==> src/rtl/exu_issue_ctrl_if.sv <==
`default_nettype none
// ============================================================================
// Module  : exu_issue_ctrl_if
// Brief   : IDU / MDU / WB / halt signal bundle for exu_issue_ctrl
// Revision: 1.0 - initial release
// ============================================================================
interface exu_issue_ctrl_if #(
   parameter int PC_W = 64
);
   logic            in_valid_i;
   logic            in_ready_o;
   logic [PC_W-1:0] in_pc_i;
   logic            in_is_mul_i;
   logic            in_is_div_i;
   logic            in_ebreak_i;
   logic            in_invalid_i;
   logic            mdu_start_o;
   logic            mdu_op_o;
   logic            mdu_done_i;
   logic            out_valid_o;
   logic            out_ready_i;
   logic [PC_W-1:0] out_pc_o;
   logic            halt_o;
   logic [1:0]      halt_code_o;
   logic [PC_W-1:0] halt_pc_o;

   // The controller is the slave; the surrounding pipeline/harness is the master.
   modport slave (
      input  in_valid_i, in_pc_i, in_is_mul_i, in_is_div_i, in_ebreak_i,
             in_invalid_i, mdu_done_i, out_ready_i,
      output in_ready_o, mdu_start_o, mdu_op_o, out_valid_o, out_pc_o,
             halt_o, halt_code_o, halt_pc_o
   );

   modport master (
      output in_valid_i, in_pc_i, in_is_mul_i, in_is_div_i, in_ebreak_i,
             in_invalid_i, mdu_done_i, out_ready_i,
      input  in_ready_o, mdu_start_o, mdu_op_o, out_valid_o, out_pc_o,
             halt_o, halt_code_o, halt_pc_o
   );
endinterface
`default_nettype wire

==> src/rtl/exu_issue_ctrl.sv <==
`default_nettype none
// ============================================================================
// Module  : exu_issue_ctrl
// Brief   : Issue/sequencing controller: ALU pass-through, MDU wait, sticky halt
// Revision: 1.0 - initial release
// ============================================================================
module exu_issue_ctrl #(
   parameter int PC_W    = 64,
   parameter int TIMEOUT = 64
) (
   input  logic               clk,
   input  logic               rst,
   exu_issue_ctrl_if.slave    bus
);

   localparam int CNT_W = $clog2(TIMEOUT) + 1;

   typedef enum logic [1:0] {
      S_IDLE     = 2'd0,
      S_BUSY     = 2'd1,
      S_WAIT_OUT = 2'd2,
      S_HALT     = 2'd3
   } state_e;

   state_e           state_q, state_d;
   logic [CNT_W-1:0] cnt_q, cnt_d;
   logic             mdu_op_q, mdu_op_d;
   logic [PC_W-1:0]  out_pc_q, out_pc_d;
   logic [PC_W-1:0]  halt_pc_q, halt_pc_d;
   logic [1:0]       halt_code_q, halt_code_d;

   always_ff @(posedge clk) begin
      if (rst) begin
         state_q     <= S_IDLE;
         cnt_q       <= '0;
         mdu_op_q    <= 1'b0;
         out_pc_q    <= '0;
         halt_pc_q   <= '0;
         halt_code_q <= 2'b00;
      end else begin
         state_q     <= state_d;
         cnt_q       <= cnt_d;
         mdu_op_q    <= mdu_op_d;
         out_pc_q    <= out_pc_d;
         halt_pc_q   <= halt_pc_d;
         halt_code_q <= halt_code_d;
      end
   end

   always_comb begin
      state_d     = state_q;
      cnt_d       = cnt_q;
      mdu_op_d    = mdu_op_q;
      out_pc_d    = out_pc_q;
      halt_pc_d   = halt_pc_q;
      halt_code_d = halt_code_q;
      case (state_q)
         S_IDLE: begin
            if (bus.in_valid_i) begin
               if (bus.in_invalid_i) begin
                  state_d     = S_HALT;
                  halt_code_d = 2'b11;
                  halt_pc_d   = bus.in_pc_i;
               end else if (bus.in_ebreak_i) begin
                  state_d     = S_HALT;
                  halt_code_d = 2'b01;
                  halt_pc_d   = bus.in_pc_i;
               end else if (bus.in_is_div_i || bus.in_is_mul_i) begin
                  state_d  = S_BUSY;
                  mdu_op_d = bus.in_is_div_i;
                  cnt_d    = '0;
                  out_pc_d = bus.in_pc_i;
               end else begin
                  state_d  = S_WAIT_OUT;
                  out_pc_d = bus.in_pc_i;
               end
            end
         end
         S_BUSY: begin
            // Counter stops advancing once BUSY is left, so it never wraps.
            cnt_d = cnt_q + 1'b1;
            if (bus.mdu_done_i) begin
               state_d = S_WAIT_OUT;
            end else if (cnt_q == CNT_W'(TIMEOUT - 1)) begin
               state_d     = S_HALT;
               halt_code_d = 2'b10;
               halt_pc_d   = out_pc_q;
            end
         end
         S_WAIT_OUT: begin
            if (bus.out_ready_i) begin
               state_d = S_IDLE;
            end
         end
         S_HALT: begin
            state_d = S_HALT;
         end
         default: begin
            state_d = S_IDLE;
         end
      endcase
   end

   // The start pulse is the first BUSY cycle: the counter is zero only there.
   assign bus.in_ready_o  = (state_q == S_IDLE);
   assign bus.mdu_start_o = (state_q == S_BUSY) && (cnt_q == '0);
   assign bus.mdu_op_o    = mdu_op_q;
   assign bus.out_valid_o = (state_q == S_WAIT_OUT);
   assign bus.out_pc_o    = out_pc_q;
   assign bus.halt_o      = (state_q == S_HALT);
   assign bus.halt_code_o = halt_code_q;
   assign bus.halt_pc_o   = halt_pc_q;

endmodule
`default_nettype wire

==> src/flat_wrapper.sv <==
// flat-port wrapper written by rule: the top's interface ports become plain ports
module exu_issue_ctrl_flat 
#(
   parameter int PC_W    = 64,
   parameter int TIMEOUT = 64
)
  (clk, rst, bus_in_valid_i, bus_in_pc_i, bus_in_is_mul_i, bus_in_is_div_i, bus_in_ebreak_i, bus_in_invalid_i, bus_mdu_done_i, bus_out_ready_i, bus_in_ready_o, bus_mdu_start_o, bus_mdu_op_o, bus_out_valid_o, bus_out_pc_o, bus_halt_o, bus_halt_code_o, bus_halt_pc_o);
  exu_issue_ctrl_if #(.PC_W(PC_W)) bus_i ();
  input  logic clk;
  input  logic rst;
  input wire logic [$bits(bus_i.in_valid_i)-1:0] bus_in_valid_i;
  input wire logic [$bits(bus_i.in_pc_i)-1:0] bus_in_pc_i;
  input wire logic [$bits(bus_i.in_is_mul_i)-1:0] bus_in_is_mul_i;
  input wire logic [$bits(bus_i.in_is_div_i)-1:0] bus_in_is_div_i;
  input wire logic [$bits(bus_i.in_ebreak_i)-1:0] bus_in_ebreak_i;
  input wire logic [$bits(bus_i.in_invalid_i)-1:0] bus_in_invalid_i;
  input wire logic [$bits(bus_i.mdu_done_i)-1:0] bus_mdu_done_i;
  input wire logic [$bits(bus_i.out_ready_i)-1:0] bus_out_ready_i;
  output wire logic [$bits(bus_i.in_ready_o)-1:0] bus_in_ready_o;
  output wire logic [$bits(bus_i.mdu_start_o)-1:0] bus_mdu_start_o;
  output wire logic [$bits(bus_i.mdu_op_o)-1:0] bus_mdu_op_o;
  output wire logic [$bits(bus_i.out_valid_o)-1:0] bus_out_valid_o;
  output wire logic [$bits(bus_i.out_pc_o)-1:0] bus_out_pc_o;
  output wire logic [$bits(bus_i.halt_o)-1:0] bus_halt_o;
  output wire logic [$bits(bus_i.halt_code_o)-1:0] bus_halt_code_o;
  output wire logic [$bits(bus_i.halt_pc_o)-1:0] bus_halt_pc_o;
  assign bus_i.in_valid_i = bus_in_valid_i;
  assign bus_i.in_pc_i = bus_in_pc_i;
  assign bus_i.in_is_mul_i = bus_in_is_mul_i;
  assign bus_i.in_is_div_i = bus_in_is_div_i;
  assign bus_i.in_ebreak_i = bus_in_ebreak_i;
  assign bus_i.in_invalid_i = bus_in_invalid_i;
  assign bus_i.mdu_done_i = bus_mdu_done_i;
  assign bus_i.out_ready_i = bus_out_ready_i;
  assign bus_in_ready_o = bus_i.in_ready_o;
  assign bus_mdu_start_o = bus_i.mdu_start_o;
  assign bus_mdu_op_o = bus_i.mdu_op_o;
  assign bus_out_valid_o = bus_i.out_valid_o;
  assign bus_out_pc_o = bus_i.out_pc_o;
  assign bus_halt_o = bus_i.halt_o;
  assign bus_halt_code_o = bus_i.halt_code_o;
  assign bus_halt_pc_o = bus_i.halt_pc_o;
  exu_issue_ctrl #(.PC_W(PC_W), .TIMEOUT(TIMEOUT)) u_core (.clk(clk), .rst(rst), .bus(bus_i));
endmodule
==> config.mk <==
export PLATFORM = sky130hd
export DESIGN_NAME = exu_issue_ctrl_flat
export DESIGN_NICKNAME = d
export VERILOG_FILES = /design/src/rtl/exu_issue_ctrl_if.sv /design/src/rtl/exu_issue_ctrl.sv /design/src/flat_wrapper.sv
export SDC_FILE = /design/constraint.sdc
export NUM_CORES = 1
export LEC_CHECK = 0
export CAP_MARGIN = 20
export CELL_PAD_IN_SITES_DETAIL_PLACEMENT = 1
export CELL_PAD_IN_SITES_GLOBAL_PLACEMENT = 1
export CORE_AREA = 2 2 132 134
export CTS_BUF_LIST = sky130_fd_sc_hd__clkbuf_16
export DETAILED_ROUTE_END_ITERATION = 8
export DIE_AREA = 0 0 134 136
export PLACE_DENSITY = 0.89
export SKIP_CTS_REPAIR_TIMING = 1
export SYNTH_ARGS = -nofsm -noshare
export SYNTH_HDL_FRONTEND = slang
export SYNTH_SLANG_ARGS = --single-unit
==> constraint.sdc <==
create_clock -name clk -period 3.9 [get_ports clk]
set_clock_uncertainty 0.05 [all_clocks]
set_input_delay 0.78 -clock clk [delete_from_list [all_inputs] [get_ports clk]]
set_output_delay 0.78 -clock clk [all_outputs]
set_load 0.02 [all_outputs]
* After elaboration in Yosys (flattened, before gate mapping)
Cells that the tools add are included.
** Operators by class
- Add/subtract/negate cells :: 1
- Multiplexer cells :: 25
- Reduce and logical (&&, ||, !) cells :: 10
- Eq/ne operators :: 13
- Bitwise logic cells :: 2
** Operators with widths (count)
- $mux W64 :: 5
- $pmux W64 S2 :: 1
- $mux W7 :: 4
- $mux W2 :: 12
- $reduce_and A5 Y1 :: 3
- $pmux W7 S2 :: 1
- $ne A2 B2 Y1 const B :: 5
- $pmux W2 S4 :: 1
- $add A7 B1 Y7 const B :: 1
- $eq A7 B6 Y1 const B :: 1
- $logic_not A7 Y1 :: 1
- $eq A2 B2 Y1 const B :: 2
- $ne A2 B1 Y1 const B :: 2
- $pmux W2 S2 :: 1
- $reduce_and A4 Y1 :: 1
- $ne A3 B2 Y1 const B :: 1
- $ne A3 B3 Y1 const B :: 1
- $reduce_and A3 Y1 :: 1
- $eq A2 B1 Y1 const B :: 1
- $logic_not A2 Y1 :: 1
- $not A1 Y1 :: 2
- $reduce_bool A2 Y1 :: 1
- $logic_and A1 B1 Y1 :: 1
- $logic_or A1 B1 Y1 :: 1
** Storage, ports and cells
- Word-level logic and storage cells :: 57
- Bits in registers :: 140
- Input bits :: 73
- Output and inout port bits :: 135

* Longest topological paths before layout
- Depth in word-level cells :: 6
- Mapped depth :: 7
- Mapped depth without buffers :: 5

* Least setup slack after synthesis
No wires, ideal clock.
- Path type :: reg2out
- Start :: register u_core.cnt_q[0]
- End :: output bus_mdu_start_o
- Path buffers :: 0
- Arrival time :: 1.260 ns
- Cell stages (with the launch flop) :: 5
- Data required time :: 3.070 ns
- Path slack :: 1.810 ns
- Cells stage by stage :: dfxtp_1 inv_1 ha_1 inv_1 nor4_1
** On the way
- Cells in the longest elaborated chain, start to end :: 2
** Ends and longest elaborated chain
- start, declared :: RTL line exu_issue_ctrl.sv:26 : logic [CNT_W-1:0] cnt_q, cnt_d;
- start signal, assigned :: RTL line exu_issue_ctrl.sv:42 : cnt_q <= cnt_d;
- $logic_not A7 Y1 :: RTL line exu_issue_ctrl.sv:106 : assign bus.mdu_start_o = (state_q == S_BUSY) && (cnt_q == '0);
- $logic_and A1 B1 Y1 :: RTL line exu_issue_ctrl.sv:106
- end, declared :: RTL line flat_wrapper.sv:20 : output wire logic [$bits(bus_i.mdu_start_o)-1:0] bus_mdu_start_o;
Every way passes these cells.

* Worst setup path in the final report
- Start :: register u_core.state_q[1]
- End :: output bus_mdu_start_o
** On the way
- Cells in the longest elaborated chain, start to end :: 2
** Ends and longest elaborated chain
- start, declared :: RTL line exu_issue_ctrl.sv:25 : state_e state_q, state_d;
- start signal, assigned :: RTL line exu_issue_ctrl.sv:41 : state_q <= state_d;
- $eq A2 B1 Y1 :: RTL line exu_issue_ctrl.sv:106
- $logic_and A1 B1 Y1 :: RTL line exu_issue_ctrl.sv:106
Every way passes these cells.

==> results.md <==
- ANT cells: 0
- Post-Place Setup Slack: 884 ps
- Final worst-path cycle share: 0.745
- DRC errors left: 0
- Register bit total from synthesis: 140
- Fin. Hold Viols: 0
- WL final: 20000 um
- Final Max Slew Viols: 0
- Stages on the worst setup path: 3
- Hpwl dp: 12700 um
- Setup TNS: 0 ps
- Final #Nets: 909
- Number of clock sinks: 140
- Lkg Pwr: 3.17 nW
- CTS buffer count: 17
- Row Count: 48
- CP required: 3070 ps
- Clk pwr share: 0.386
- Max-Cap Viols: 0
- Initial detailed-routing violation count: 352
- Worst path max stage delay: 670 ps
- Comb power frac: 0.199
- Overflow after GRT: 0
- EDFF count, synth: 0
- Delay-heaviest family, CP: buffers and inverters
- Routed wire per std cell: 18.7 um
- Synth cell types: 33
- Crit path cell chain: nand2b_4 -> nor4_1 -> clkdlybuf4s50_1
- Fin util: 0.513
- Cell count after synthesis: 664
- Core area: 16900 um^2
- Largest net degree at the start of global routing: 79
- Post-Syn Area per Cell: 9.00 um^2
- Worst hold path type: register to register
- Number of global-route vias before repair: 5985
- Initial antenna violation count: 0
- Synthesized area: 5970 um^2
- Total track usage: 0.219
- Worst Hold Path Cells: 2
- Switching share of power: 0.284
- NetSw: 0.00109 W
- Final min period: 2900 ps
- Critical Path Source Type: register
- Synth Flop Type: dfxtp_1
- Seq pwr share: 0.415
- TritonCTS clock tree: yes
- Die width: 134 um
- Setup violations, final: 0
- R2R depth: 6
- Worst-margin pin slew: 850 ps
- Most frequent cells in the layout: clkdlybuf4s50_1 (206), dfxtp_1 (139), nand2_1 (131), a21oi_1 (69), mux2i_1 (67)
- Synthesized Nets: 739
- Min setup slack post-route: 996 ps
- Max frequency: 344 MHz
- Die Height: 136 um
- Clock Tree Root: clkbuf_16
- RSZ-0062 raised after global routing: no
- Crit path max fanout: 14
- First-pass GRT wire length: 31700 um
- Cell area power density: 445 nW/um^2
- Status: completed
- Starting Density: 0.354
- Post-synth ARST share: 0
- Vias per cell: 5.39
- Layout cells sized above 1: 0.0531
- CP Capture Type: output pin
- 1st-pass router iterations: 5
- Worst skew pair latency: 420 ps
- Yosys warns: 0
- # IOs: 208
- Via count: 5776
- Die area: 18200 um^2
- Internal power: 0.00276 W
- Maximum vdd drop: 0.290 mV
- Final ANT Viol Nets: 0
- CTS max path bufs: 2
- Sum of buffers and inverters on the critical path: 1
- # fillers: 1912
- Commonest non-fill, non-tap cell in the layout: clkdlybuf4s50_1
- Post-synthesis sequential area ratio: 0.469
- PortBufs: 207
- Critical Path Slowest Stage Cell: clkdlybuf4s50_1
- Crit path DAT: 2070 ps
- # H-tree levels: 4
- Relative slew slack: 0.433
- Routability cong.: 0.797
- Reg clk slew, reported paths: 60 ps
- Crit Path Category: register to output pin
- Hold Slack: 421 ps
- Area growth syn-to-layout: 44.9%
-- metrics by stage --
stage | instance area, um^2 | power, W | cells
2_1_floorplan | 5970 | 0.00203 | 664
3_3_place_gp | 8130 | 0.00237 | 1040
3_5_place_dp | 8130 | 0.00240 | 1040
4_1_cts | 8660 | 0.00389 | 1072
5_1_grt | 8660 | 0.00401 | 1072
6_report | 8660 | 0.00385 | 1072
-- tightest hold or removal path, delay by kind of cell (launching register included) --
kind	cells	cell delay, ps
DFF	1	320
AOI/OAI and AO/OA	1	50
and+or+nand+nor	1	50
-- cell type report --
class                      instances  area (um^2)  area share
timing repair buffer             217         2150       0.249
tap                              225          282      0.0325
inverter                          12         45.0     0.00520
sequential                       140         2810       0.324
clock inverter                    15          109      0.0126
clock buffer                      17          425      0.0491
multi-input combinational        446         2840       0.328
-- flip-flops by register name, indices dropped and copies added, names as in the netlist --
register,count
u_core.cnt_q,7
u_core.bus.out_pc_o,64
u_core.bus.halt_code_o,2
u_core.state_q,2
u_core.bus.mdu_op_o,1
u_core.bus.halt_pc_o,64
-- final timing paths --
| kind | start | to | slack [ps] |
|---|---|---|---|
| hold reg to reg | u_core.bus.out_pc_o[42] | u_core.bus.out_pc_o[42] | 420 |
| hold / removal | u_core.bus.out_pc_o[42] | u_core.bus.out_pc_o[42] | 420 |
| setup / recovery | u_core.state_q[1] | bus_mdu_start_o | 1000 |
| setup reg to reg | u_core.state_q[0] | u_core.bus.halt_pc_o[30] | 1460 |
-- power groups by stage --
| stage | clock, W | sequential [W] | combinational (W) |
|---|---|---|---|
| final | 0.00149 | 0.00160 | 0.000767 |
| after CTS | 0.00152 | 0.00160 | 0.000773 |
| after detailed placement | 0 | 0.00163 | 0.000767 |
| after floorplan | 0 | 0.00172 | 0.000310 |
| after global routing | 0.00158 | 0.00161 | 0.000820 |
| after global placement | 0 | 0.00162 | 0.000747 |
-- cell families after synthesis --
family	count (synthesis)	synth area share
AOI/OAI and AO/OA	212	0.240
and+or+nand+nor	165	0.116
DFF	140	0.469
buffers and inverters	78	0.0588
muxes	67	0.112
adders and majority gates	2	0.00419
-- per-layer routing --
metal | vias up | track usage | share of wire
met3 | 24 | 0.0742 | 0.066
met5 | - | 0 | 0
met4 | 0 | 0.0691 | 0.015
met2 | 161 | 0.371 | 0.49
met1 | 2850 | 0.261 | 0.43
li1 | 2741 | - | -
-- cells in the mapped netlist (2+ instances only) --
cell / number / share of area
dfxtp_1: 140 / 0.47
nand2_1: 132 / 0.083
a21oi_1: 69 / 0.058
mux2i_1: 67 / 0.11
o21ai_0: 66 / 0.055
o311a_1: 64 / 0.11
clkbuf_1: 37 / 0.023
buf_2: 20 / 0.017
inv_1: 12 / 0.0075
nor2_1: 10 / 0.0063
buf_4: 9 / 0.011
nor3_1: 7 / 0.0059
o32ai_1: 6 / 0.0088
nand3_1: 4 / 0.0034
ha_1: 2 / 0.0042
nand4_1: 2 / 0.0021
(Power assumes the default switching activity.)
